[src/rtl/count_slot_arbiter.sv]
// Round-robin owner of a shared up-counter: grants timed slots of per-requester length,
// pulses done on completion or abort when the owner drops its request mid-slot.
module count_slot_arbiter #(
   parameter int unsigned NREQ = 4,
   parameter int unsigned CW   = 3
) (
   input  logic                 clock,
   input  logic                 reset,
   input  logic [NREQ-1:0]      req,
   input  logic [NREQ*CW-1:0]   len,
   output logic [NREQ-1:0]      grant,
   output logic [NREQ-1:0]      done,
   output logic                 abort,
   output logic                 busy,
   output logic [CW-1:0]        state,
   output logic                 phase
);

   localparam int unsigned PW = (NREQ > 1) ? $clog2(NREQ) : 1;

   typedef enum logic [1:0] {StIdle, StRun, StDone} fsm_e;

   fsm_e            fsm_q, fsm_d;
   logic [PW-1:0]   ptr_q, ptr_d;
   logic [CW-1:0]   len_q, len_d;
   logic [CW-1:0]   cnt_q, cnt_d;
   logic [NREQ-1:0] grant_q, grant_d;
   logic [NREQ-1:0] done_q, done_d;
   logic            abort_q, abort_d;
   logic            busy_q, busy_d;
   logic            phase_q, phase_d;

   logic            win_vld;
   logic [PW-1:0]   win_idx;
   logic [PW-1:0]   scan_idx;
   logic            owner_req;
   logic            terminal;

   assign owner_req = req[ptr_q];
   assign terminal  = (cnt_q == len_q);

   // Round-robin scan starting just above the last owner, wrapping.
   always_comb begin
      win_vld  = 1'b0;
      win_idx  = '0;
      scan_idx = '0;
      for (int unsigned i = 1; i <= NREQ; i++) begin
         scan_idx = PW'((32'(ptr_q) + i) % NREQ);
         if (!win_vld && req[scan_idx]) begin
            win_vld = 1'b1;
            win_idx = scan_idx;
         end
      end
   end

   always_ff @(posedge clock) begin
      if (reset) begin
         fsm_q   <= StIdle;
         ptr_q   <= PW'(NREQ - 1);
         len_q   <= '0;
         cnt_q   <= '0;
         grant_q <= '0;
         done_q  <= '0;
         abort_q <= 1'b0;
         busy_q  <= 1'b0;
         phase_q <= 1'b0;
      end else begin
         fsm_q   <= fsm_d;
         ptr_q   <= ptr_d;
         len_q   <= len_d;
         cnt_q   <= cnt_d;
         grant_q <= grant_d;
         done_q  <= done_d;
         abort_q <= abort_d;
         busy_q  <= busy_d;
         phase_q <= phase_d;
      end
   end

   always_comb begin
      fsm_d = fsm_q;
      case (fsm_q)
         StIdle: if (win_vld) fsm_d = StRun;
         StRun: begin
            // Abort outranks terminal count.
            if (!owner_req)    fsm_d = StIdle;
            else if (terminal) fsm_d = StDone;
         end
         StDone:  fsm_d = StIdle;
         default: fsm_d = StIdle;
      endcase
   end

   always_comb begin
      ptr_d   = ptr_q;
      len_d   = len_q;
      cnt_d   = cnt_q;
      grant_d = grant_q;
      done_d  = '0;
      abort_d = 1'b0;
      phase_d = phase_q;
      case (fsm_q)
         StIdle: begin
            if (win_vld) begin
               ptr_d   = win_idx;
               grant_d = NREQ'(1) << win_idx;
               cnt_d   = '0;
               for (int unsigned i = 0; i < NREQ; i++) begin
                  if (win_idx == PW'(i)) len_d = len[i*CW +: CW];
               end
            end
         end
         StRun: begin
            if (!owner_req) begin
               grant_d = '0;
               cnt_d   = '0;
               abort_d = 1'b1;
            end else if (terminal) begin
               cnt_d   = '0;
               done_d  = grant_q;
               phase_d = ~phase_q;
            end else begin
               cnt_d = cnt_q + CW'(1);
            end
         end
         StDone:  grant_d = '0;
         default: grant_d = '0;
      endcase
      busy_d = (fsm_d != StIdle);
   end

   assign grant = grant_q;
   assign done  = done_q;
   assign abort = abort_q;
   assign busy  = busy_q;
   assign state = cnt_q;
   assign phase = phase_q;

endmodule

[config.mk]
export PLATFORM = sky130hd
export DESIGN_NAME = count_slot_arbiter
export DESIGN_NICKNAME = d
export VERILOG_FILES = /design/src/rtl/count_slot_arbiter.sv
export SDC_FILE = /design/constraint.sdc
export NUM_CORES = 1
export LEC_CHECK = 0
export CAP_MARGIN = 15
export CORE_ASPECT_RATIO = 0.9
export CORE_UTILIZATION = 45
export DETAILED_ROUTE_END_ITERATION = 6
export PLACE_DENSITY_LB_ADDON = 0.2
export RECOVER_POWER = 50
export SLEW_MARGIN = 15
export SYNTH_ARGS = -nofsm -noshare
export SYNTH_HDL_FRONTEND = slang
export SYNTH_SLANG_ARGS = --single-unit
[constraint.sdc]
create_clock -name clock -period 2.5 [get_ports clock]
set_clock_uncertainty 0.15 [all_clocks]
set_input_delay 0.75 -clock clock [delete_from_list [all_inputs] [get_ports clock]]
set_output_delay 0.75 -clock clock [all_outputs]
set_load 0.005 [all_outputs]
==> flow_summary.ini <==
[outcome]
status = finished clean

[layout]
fillers = 153
fin_util_pct = 72.8
n_antenna_cell = 0
layout_common_cells = dfxtp_1, clkdlybuf4s50_1, dlygate4sd3_1
multi_input_area_um2 = 573
ff_latch_area_um2 = 420
final_common_cell = dfxtp_1
final_nets = 165
syn_to_final_growth_pct = 45.1
drive_above_1_share_pct = 14.5

[clocking]
ctsHoldBuffers = 0
cts_setup_buffers = 0
worstSkewPairLatency_ns = 0.31
root_buffer = clkbuf_4
cts.sinks = 21
clk_path_buf_depth = 2
clk_pin_slew_ns = 0.12
cts_max_level = 1
cts_tree = yes
post_cts_resized = 0
cts_made_buffers = 3

[sta]
timing.final.crit_share_pct = 93.4
rsz0062_at_grt = no
hold_viol_final = 0
fin_ws_ns = 0.165
max_slew_margin_pct = 70.2
maxSlewViolCount = 0
finalSetupViolCount = 0
fmax_mhz = 428
min_period_ns = 2.33
fin_setup_tns_ns = 0
tightest_slew_ns = 0.444

[logic_synthesis]
synth_top_family_by_area = simple AND/OR/NAND/NOR gates
synth_area_leaders = dfxtp_1, mux2i_1, nor4_2
synthAdderAreaFrac_pct = 1.23
synth-seq-cells = 21
synth_cells = 101
synth-simple-area-share_pct = 22.4
ys.flop_type = dfxtp_1
synth.mux.area_fraction_pct = 10.5
seq_area_frac_synth_pct = 41.3
synthArstFlopShare_pct = 0
synth_top_cell_area_share_pct = 41.3
synth-xor-area-share_pct = 4.31
synth_area_per_cell_um2 = 10.1
synth_compound_area_share_pct = 18.0
synth_nets = 120
synth_edf_count = 0
yosysTopAreaCell = dfxtp_1
synth.distinct_cells = 38
mappedNetlistArea_um2 = 1020
ys_warn_count = 0

[detailed_routing]
viasPerCell = 5.34
wl_um = 2210
drc = 0
wire_per_inst_um = 13.0
drt.antenna.violating_nets = 0
first_pass_iters = 4
routed-via-count = 908
initialDrtViolationCount = 10

[grt]
grt_pass1_vias = 830
grt_pass1_wl_um = 3570
grt_remaining_overflow = 0
grt_max_degree = 13
grt_util_all_layers_pct = 20.4
antenna_found_initial = 0

[place]
hpwl_um = 1760
routabilityCongestion = 0.809
portBuffers = 31
place_ws_ns = -0.139

[floorplanning]
die_h_um = 47.1
io_pins = 32
num_rows = 15
dieArea_um2 = 2450
core-area_um2 = 2030
die_width_um = 52.1
initial_core_util_pct = 50.2

[critical_path]
worstSetupPathType = in2reg
cp_slowest_cell = clkdlybuf4s50_1
crit_chain = clkdlybuf4s50_1 -> mux4_1 -> nand2_2 -> buf_4 -> or4_1 -> a21oi_1
critPathMaxFanout = 5
cp-startpoint = req[3]
crit_required_ns = 2.59
start_kind = input pin
slowest_delay_ns = 0.57
arrival_ns = 2.43
endpoint_kind = flop
r2r_slack_ns = 0.52
r2r_start = ptr_q[1]

[hold_path]
min_path_type = reg2reg
min_from = grant[0]

[power]
p_leak_nw = 0.631
total_power_mw = 0.876
peakVddDrop_mv = 0.405
powerDensity_nw_per_um2 = 593

[flow_run]
cap_viol_max_count = 0
## critical path: cells and delay by family
kind | cells | cell delay, ns
AO/OA/AOI/OAI | 1 | 0.15
multiplexers | 1 | 0.33
buffers and inverters | 2 | 0.73
AND/OR/NAND/NOR | 2 | 0.47
## per-stage QoR
stage,instances,cell area (um2),hold slack (ns)
floorplan,101,1020,0.318
global placement,166,1450,0.308
detailed placement,166,1450,0.326
CTS,170,1480,0.349
global route,170,1480,0.368
finish,170,1480,0.343
## cell families (layout without fill, tap and decap cells)
family | after synthesis | in the layout
simple gates | 38 | 38
compound gates | 21 | 21
flops | 21 | 21
mux | 9 | 9
buf+inv | 6 | 50
xor+xnor | 5 | 5
fa+ha+maj | 1 | 1
## layout make-up
cell class	instances	area share, %
multi-input combinational	74	38.8
clock buffer	3	1.53
tap	25	2.12
sequential	21	28.5
timing repair buffer	43	28.0
clock inverter	1	0.339
inverter	3	0.763
## cells in the mapped netlist (all sizes together) (4+ instances only)
cell / instances
mux2i: 8
nand2b: 4
and2: 4
nor4: 4
nor2: 8
dfxtp: 21
nand2: 4
## power breakdown
group,internal [mW],switching (mW)
clock network,0.0598,0.109
registers,0.374,0.0374
logic,0.167,0.129
total,0.601,0.275
## registers in the layout (all words and copies together) (netlist names)
| register | flops |
|---|---|
| abort | 1 |
| busy | 1 |
| done | 4 |
| fsm_q | 2 |
| grant | 4 |
| len_q | 3 |
| phase | 1 |
| ptr_q | 2 |
| state | 3 |
## path summary, 6_finish.rpt
check,to,cells past startpoint
setup reg to reg,grant[1],4
hold reg to reg,done[0],1
hold / removal,done[0],1
setup / recovery,phase,6
## per-layer routing
metal / vias up / share of wire [%] / track usage, %
met5: - / 0 / 0
met4: 0 / 0.63 / 5.41
met3: 2 / 4.9 / 7.12
met2: 29 / 49 / 35.4
met1: 409 / 46 / 24.4
li1: 468 / - / -
Power figures use the tool's default switching activity.
